## src/rtl/aes_pkg.sv

```systemverilog
// -----------------------------------------------------------------------------
// aes_pkg
// Shared constants and types for the AES cores and their serial front-end.
//   BLOCK_W  : AES block width in bits (128)
//   CNT_W    : width of the serial bit counter (covers 0..KEY_W-1 for NK<=8)
//   state_t  : serial-port FSM states
//   key_w(nk): key width in bits for an NK-word key
// -----------------------------------------------------------------------------
package aes_pkg;

    localparam int BLOCK_W = 128;
    localparam int CNT_W   = 9;

    typedef enum logic [2:0] {
        ST_IDLE,
        ST_RX_DATA,
        ST_RX_KEY,
        ST_START,
        ST_WAIT_CORE,
        ST_TX,
        ST_FINISH
    } state_t;

    function automatic int key_w(input int nk);
        return nk * 32;
    endfunction

endpackage

```

## src/rtl/aes_shift_rx.sv

```systemverilog
// -----------------------------------------------------------------------------
// aes_shift_rx
// LSB-first deserializer: when we_i is high, the bit at index idx_i of data_o
// is overwritten with bit_i. Every other bit holds its value, so the captured
// word stays stable after reception completes.
// Ports:
//   clk, rst  : clock, synchronous active-high reset (clears data_o)
//   we_i      : write enable for this cycle
//   idx_i     : bit index to write
//   bit_i     : serial input bit
//   data_o    : assembled word (W bits)
// -----------------------------------------------------------------------------
module aes_shift_rx
    import aes_pkg::*;
#(
    parameter int W = 128
) (
    input  logic             clk,
    input  logic             rst,
    input  logic             we_i,
    input  logic [CNT_W-1:0] idx_i,
    input  logic             bit_i,
    output logic [W-1:0]     data_o
);

    // One flop per bit with its own decoded enable.
    for (genvar gi = 0; gi < W; gi++) begin : g_bit
        logic bit_q;

        always_ff @(posedge clk) begin
            if (rst) begin
                bit_q <= 1'b0;
            end else if (we_i && (idx_i == CNT_W'(gi))) begin
                bit_q <= bit_i;
            end
        end

        assign data_o[gi] = bit_q;
    end

endmodule

```

## src/rtl/aes_serial_port.sv

```systemverilog
// -----------------------------------------------------------------------------
// aes_serial_port
// Serial slave front-end for an AES Cipher/InvCipher core. Receives a 128-bit
// data block followed by an NK*32-bit key on mosi (LSB-first, framed by cs_n
// low). It then pulses core_start, waits for core_done and shifts the 128-bit
// result out on miso (LSB-first) with miso_vld high.
//
// Optional feature macro: AES_SPI_PARITY_EN
//   defined   : one extra TX bit after the result carries its even parity
//   undefined : TX is exactly 128 bits
//
// Ports:
//   clk, rst     : clock, synchronous active-high reset
//   cs_n, mosi   : frame select (active low) and serial input
//   miso         : serial result bit (0 when idle)
//   miso_vld     : miso carries a result bit
//   core_start   : one-cycle launch pulse to the core
//   core_data    : received data block (stable until the next frame)
//   core_key     : received key (stable until the next frame)
//   core_done    : one-cycle completion pulse from the core
//   core_result  : core output, valid with core_done
//   busy         : FSM not in IDLE
// -----------------------------------------------------------------------------
module aes_serial_port
    import aes_pkg::*;
#(
    parameter int NK = 8
) (
    input  logic                    clk,
    input  logic                    rst,
    input  logic                    cs_n,
    input  logic                    mosi,
    output logic                    miso,
    output logic                    miso_vld,
    output logic                    core_start,
    output logic [BLOCK_W-1:0]      core_data,
    output logic [key_w(NK)-1:0]    core_key,
    input  logic                    core_done,
    input  logic [BLOCK_W-1:0]      core_result,
    output logic                    busy
);

    localparam int KEY_W = key_w(NK);

`ifdef AES_SPI_PARITY_EN
    localparam logic [CNT_W-1:0] TX_LAST = CNT_W'(BLOCK_W);
`else
    localparam logic [CNT_W-1:0] TX_LAST = CNT_W'(BLOCK_W - 1);
`endif

    state_t               state_q;
    logic [CNT_W-1:0]     cnt_q;
    logic [BLOCK_W-1:0]   shreg_q;
    logic                 miso_q;
    logic                 vld_q;
    logic                 start_q;
    logic                 abort_q;
`ifdef AES_SPI_PARITY_EN
    logic                 par_q;
`endif

    logic                 data_we;
    logic [CNT_W-1:0]     data_idx;
    logic                 key_we;

    // The first data bit is captured in IDLE on the cycle cs_n is first seen
    // low, so the data index is forced to 0 there.
    assign data_we  = !cs_n && ((state_q == ST_IDLE) || (state_q == ST_RX_DATA));
    assign data_idx = (state_q == ST_IDLE) ? '0 : cnt_q;
    assign key_we   = !cs_n && (state_q == ST_RX_KEY);

    aes_shift_rx #(.W(BLOCK_W)) u_rx_data (
        .clk    (clk),
        .rst    (rst),
        .we_i   (data_we),
        .idx_i  (data_idx),
        .bit_i  (mosi),
        .data_o (core_data)
    );

    aes_shift_rx #(.W(KEY_W)) u_rx_key (
        .clk    (clk),
        .rst    (rst),
        .we_i   (key_we),
        .idx_i  (cnt_q),
        .bit_i  (mosi),
        .data_o (core_key)
    );

    always_ff @(posedge clk) begin
        if (rst) begin
            state_q <= ST_IDLE;
            cnt_q   <= '0;
            shreg_q <= '0;
            miso_q  <= 1'b0;
            vld_q   <= 1'b0;
            start_q <= 1'b0;
            abort_q <= 1'b0;
`ifdef AES_SPI_PARITY_EN
            par_q   <= 1'b0;
`endif
        end else begin
            start_q <= 1'b0;
            case (state_q)
                ST_IDLE: begin
                    miso_q  <= 1'b0;
                    vld_q   <= 1'b0;
                    abort_q <= 1'b0;
                    if (!cs_n) begin
                        cnt_q   <= CNT_W'(1);
                        state_q <= ST_RX_DATA;
                    end
                end
                ST_RX_DATA: begin
                    if (cs_n) begin
                        cnt_q   <= '0;
                        state_q <= ST_IDLE;
                    end else if (cnt_q == CNT_W'(BLOCK_W - 1)) begin
                        cnt_q   <= '0;
                        state_q <= ST_RX_KEY;
                    end else begin
                        cnt_q <= cnt_q + CNT_W'(1);
                    end
                end
                ST_RX_KEY: begin
                    if (cs_n) begin
                        cnt_q   <= '0;
                        state_q <= ST_IDLE;
                    end else if (cnt_q == CNT_W'(KEY_W - 1)) begin
                        cnt_q   <= '0;
                        state_q <= ST_START;
                    end else begin
                        cnt_q <= cnt_q + CNT_W'(1);
                    end
                end
                ST_START: begin
                    start_q <= 1'b1;
                    state_q <= ST_WAIT_CORE;
                end
                ST_WAIT_CORE: begin
                    // A deselect here cannot cancel the core, so remember it
                    // and swallow the result when it arrives.
                    if (cs_n) begin
                        abort_q <= 1'b1;
                    end
                    if (core_done) begin
                        if (abort_q || cs_n) begin
                            abort_q <= 1'b0;
                            state_q <= ST_IDLE;
                        end else begin
                            // Bit 0 goes straight to miso; the rest queue up.
                            miso_q  <= core_result[0];
                            vld_q   <= 1'b1;
                            shreg_q <= core_result >> 1;
                            cnt_q   <= '0;
`ifdef AES_SPI_PARITY_EN
                            par_q   <= ^core_result;
`endif
                            state_q <= ST_TX;
                        end
                    end
                end
                ST_TX: begin
                    // cnt_q is the index of the bit currently on miso.
                    if (cs_n) begin
                        miso_q  <= 1'b0;
                        vld_q   <= 1'b0;
                        cnt_q   <= '0;
                        state_q <= ST_IDLE;
                    end else if (cnt_q == TX_LAST) begin
                        miso_q  <= 1'b0;
                        vld_q   <= 1'b0;
                        cnt_q   <= '0;
                        state_q <= ST_FINISH;
                    end else begin
                        cnt_q   <= cnt_q + CNT_W'(1);
                        shreg_q <= shreg_q >> 1;
`ifdef AES_SPI_PARITY_EN
                        if (cnt_q == CNT_W'(BLOCK_W - 1)) begin
                            miso_q <= par_q;
                        end else begin
                            miso_q <= shreg_q[0];
                        end
`else
                        miso_q  <= shreg_q[0];
`endif
                    end
                end
                ST_FINISH: begin
                    miso_q <= 1'b0;
                    vld_q  <= 1'b0;
                    if (cs_n) begin
                        state_q <= ST_IDLE;
                    end
                end
                default: begin
                    state_q <= ST_IDLE;
                end
            endcase
        end
    end

    assign miso       = miso_q;
    assign miso_vld   = vld_q;
    assign core_start = start_q;
    assign busy       = (state_q != ST_IDLE);

endmodule

```

## config.mk

```make
export PLATFORM = sky130hd
export DESIGN_NAME = aes_serial_port
export DESIGN_NICKNAME = d
export VERILOG_FILES = /design/src/rtl/aes_pkg.sv /design/src/rtl/aes_shift_rx.sv /design/src/rtl/aes_serial_port.sv
export SDC_FILE = /design/constraint.sdc
export NUM_CORES = 1
export LEC_CHECK = 0
export ABC_AREA = 1
export CAP_MARGIN = 20
export CORE_MARGIN = 2
export CORE_UTILIZATION = 53
export DETAILED_ROUTE_END_ITERATION = 6
export GPL_TIMING_DRIVEN = 0
export PLACE_DENSITY = 0.78
export SKIP_LAST_GASP = 1
export SLEW_MARGIN = 20
export SYNTH_ARGS = -nofsm -noshare
export SYNTH_HDL_FRONTEND = slang
export SYNTH_SLANG_ARGS = --single-unit
export TNS_END_PERCENT = 50
```

## constraint.sdc

```tcl
create_clock -name clk -period 2.6 [get_ports clk]
set_clock_uncertainty 0.05 [all_clocks]
set_input_delay 0.52 -clock clk [delete_from_list [all_inputs] [get_ports clk]]
set_output_delay 0.52 -clock clk [all_outputs]
set_load 0.02 [all_outputs]
```

==> key figures <==
Run status
  • Outcome: complete, but fails checks
  • Failing checks: design-rule violations

STA
  • Slew Limit Headroom: 36.97%
  • Highest Clock Rate: 396.9 MHz
  • Actual slew at the worst max-slew pin: 0.9419 ns
  • Fin. Hold Viols: 0
  • Setup_tns: 0 ns
  • Max-slew violation count: 0
  • Hold slack: 0.2930 ns
  • Fin crit share: 96.91%
  • Crit path time final: 2.520 ns
  • # setup viols final: 0
  • RSZ-0062 raised after global routing: true

Logic synthesis
  • Synthesized net count: 4,173
  • Register area share after synthesis: 38.30%
  • Syn_area_per_cell: 6.830 µm²
  • Top-count cell post-synth: nand2_1
  • Largest area contributor in the netlist: dfxtp_1
  • Yosys warning total: 0
  • Post-synthesis cell count: 4,033
  • Synth cell count leaders: nand2_1, dfxtp_1, nor2_1
  • EDFF count, synth: 0
  • Synth top area share: 38.30%
  • Synth cell types: 30
  • Async S/R FF share, synth: 0%
  • #FFs+latches synth: 527
  • Top cells by area, synth: dfxtp_1, nand2_1, buf_4
  • Cell Area, Synth: 0.02755 mm²
  • Synth Flop Type: dfxtp_1

Critical path
  • R2R cell count: 7
  • Crit path DAT: 2.96 ns
  • CP startpoint kind: flip-flop
  • Reg-to-Reg End: u_rx_key.g_bit[29].bit_q$_SDFFE_PP0P_
  • CP Cell Sequence: nor2_1 -> inv_2 -> nor2_1 -> clkbuf_1 -> nand3_1 -> o21ai_0 -> a21oi_1
  • Max incr delay on CP: 0.72 ns
  • Cell mode on critical path: nor2_1
  • Reg2reg start: cnt_q[6]$_SDFFE_PP0P_
  • Crit-path slowest cell: nor2_1
  • Worst EP required: 3.04 ns
  • Worst Setup Path Type: reg2reg
  • Reg2Reg Setup Slack: 0.08 ns
  • Critical Path Fanout Max: 10
  • Crit. End Element: flip-flop

Pwr
  • Power Density: 627.6 mW/mm²
  • Sw frac: 31.08%
  • Share of power burned in registers: 43.0%
  • Clock power frac: 36.1%
  • Pleak: 14.94 nW
  • Largest vdd supply drop: 588.9 µV
  • Switching pwr: 6.912 mW
  • Comb power frac: 20.8%
  • Internal cell power: 15.33 mW

Routing
  • Vias/cell: 5.218
  • Routed length per instance: 17.09 µm
  • Residual DRC: 1
  • Iter 0 DRT Violations: 2,321
  • ANT nets after route: 0
  • Router iterations before antenna repair: 7
  • Routed WL: 91,200 µm
  • Via count: 27,850

Floorplanning
  • Width of the die: 232.0 µm
  • Top-Level Pins: 521
  • Core Rows: 83
  • Die height: 232.0 µm
  • Initial core utilization: 53.69%
  • Die Footprint: 0.05381 mm²
  • Area of the core: 0.05130 mm²

Global routing
  • Initial antenna violation count: 4
  • Vias in the first global route: 25,300
  • Largest net degree at the start of global routing: 15
  • Aggregate global-route resource usage: 32.63%
  • First-pass GRT wire length: 138,300 µm
  • Total congestion overflow: 0

Layout
  • P&R area growth vs syn: 28.65%
  • Layout cells sized above 1: 14.05%
  • Area occupied by multi-input gates: 0.01187 mm²
  • FILL cells: 4,524
  • Post-layout util: 69.08%
  • Register area: 0.01055 mm²
  • Layout Nets: 4,749

Min path
  • Hold path start: rst
  • Hold Path Stages: 2
  • Hold EP: cnt_q[8]$_SDFFE_PP0P_
  • Hold Path Class: in2reg

CTS
  • Latest clock arrival within the worst-skew pair: 0.62 ns
  • CTS tree: yes
  • Num CTS Buffers: 56
  • Clock-pin slew on the worst setup and hold paths: 0.06 ns
  • Root Buffer: clkbuf_16
  • Post-CTS Hold Buffers: 0
  • Clock Path Buffers: 3
  • Htree depth: 2
  • Sink Count: 527

Place
  • IO Port Bufs: 517
  • RD Place Congestion: 0.9292
  • DP Wirelength: 67,140 µm

Flow run
  • Maxcap violations: 0
-- worst max-delay path: cells and delay by family (launching register included) --
kind | cells | cell delay [ns]
AOI/OAI and AO/OA | 2 | 0.32
DFF | 1 | 0.36
buffers and inverters | 2 | 0.53
and+or+nand+nor | 3 | 1.12
-- layer usage --
| layer | track usage, % | vias up | part of all wire, % | routed length (µm) |
|---|---|---|---|---|
| li1 | - | 13610 | - | - |
| met1 | 41.18 | 12720 | 41 | 37360 |
| met2 | 53.96 | 1260 | 46 | 41790 |
| met3 | 5.710 | 255 | 8.3 | 7531 |
| met4 | 15.56 | 4 | 4.9 | 4502 |
| met5 | 0 | - | 0.025 | 23 |
-- cell type report --
cell class / count / share of cell area (%)
plain buffers: 663 / 11.81
well taps: 680 / 2.401
inverters: 259 / 2.743
repair buffers: 518 / 14.61
multi-input cells: 2584 / 33.50
flip-flops and latches: 527 / 29.78
clock inverters: 11 / 0.2613
diodes: 2 / 0.01412
clock buffers: 93 / 4.886
-- worst max-delay path by stage --
stage                                             endpoint                    start
floorplan                        shreg_q[100]$_SDFFE_PP0P_    cnt_q[1]$_SDFFE_PP0P_
global placement    u_rx_key.g_bit[126].bit_q$_SDFFE_PP0P_    cnt_q[1]$_SDFFE_PP0P_
detailed placement  u_rx_key.g_bit[126].bit_q$_SDFFE_PP0P_    cnt_q[0]$_SDFFE_PP0P_
CTS                                                   busy  state_q[1]$_SDFFE_PP0P_
global route        u_rx_key.g_bit[221].bit_q$_SDFFE_PP0P_    cnt_q[1]$_SDFFE_PP0P_
finish               u_rx_key.g_bit[29].bit_q$_SDFFE_PP0P_    cnt_q[6]$_SDFFE_PP0P_
-- logic make-up after synthesis --
kind of cell / synth area share [%]
AND/OR/NAND/NOR: 30.68
flip-flops: 38.30
buffers and inverters: 18.70
XOR/XNOR: 0.03180
adder cells (fa/ha/maj): 0.3179
AO/OA/AOI/OAI: 11.96
-- power by group through the flow --
stage	registers, mW	clock network (mW)	logic, mW
2_1_floorplan	9.60	0	3.31
3_3_place_gp	9.68	0	4.49
3_5_place_dp	9.70	0	4.56
4_1_cts	9.55	8.06	4.57
5_1_grt	9.66	8.36	5.15
6_report	9.57	8.04	4.63
-- layout by cell type (no fill, tap or decap), types with 3 or more instances in the layout --
| master | count |
|---|---|
| nor3_1 | 113 |
| clkbuf_1 | 160 |
| inv_2 | 10 |
| o21bai_1 | 89 |
| buf_1 | 8 |
| clkbuf_8 | 17 |
| nand3_2 | 3 |
| dfxtp_2 | 3 |
| nor2_4 | 10 |
| clkinv_2 | 6 |
| clkbuf_2 | 4 |
| buf_6 | 7 |
| clkbuf_16 | 57 |
| nand4_1 | 7 |
| inv_1 | 247 |
| nand2_1 | 923 |
| nand3b_1 | 127 |
| nand3_1 | 231 |
| clkdlybuf4s50_1 | 516 |
| ha_1 | 7 |
| buf_4 | 404 |
| a21oi_1 | 348 |
| dfxtp_1 | 524 |
| o21ai_0 | 173 |
| buf_2 | 101 |
| nor2_1 | 518 |
| nor4_1 | 4 |
| nand2_2 | 8 |
| nor2_2 | 16 |
-- through the flow --
step	instances	cell area (µm²)	power [mW]	worst slack, ns
2_1_floorplan	4033	27550	12.91	0.6514
3_3_place_gp	5230	33570	14.17	-0.1892
3_5_place_dp	5230	33570	14.27	-0.2024
4_1_cts	5334	35410	22.18	-0.05126
5_1_grt	5336	35440	23.18	-0.04505
6_report	5337	35440	22.24	0.08042
-- registers in the layout, summed over array words and instances, names as in the netlist --
name                   count
miso                       1
miso_vld                   1
shreg_q                  127
core_start                 1
cnt_q                      9
abort_q                    1
u_rx_data.g_bit.bit_q    128
state_q                    3
u_rx_key.g_bit.bit_q     256
-- repair_timing --
| item | 4_1_cts | 5_1_grt |
|---|---|---|
| pin swaps | 0 | 1 |
| endpoints found under the setup margin | 89 | 45 |
| resized for setup | 7 | 10 |
| buffers inserted | 0 | 1 |
(Power assumes the default switching activity.)
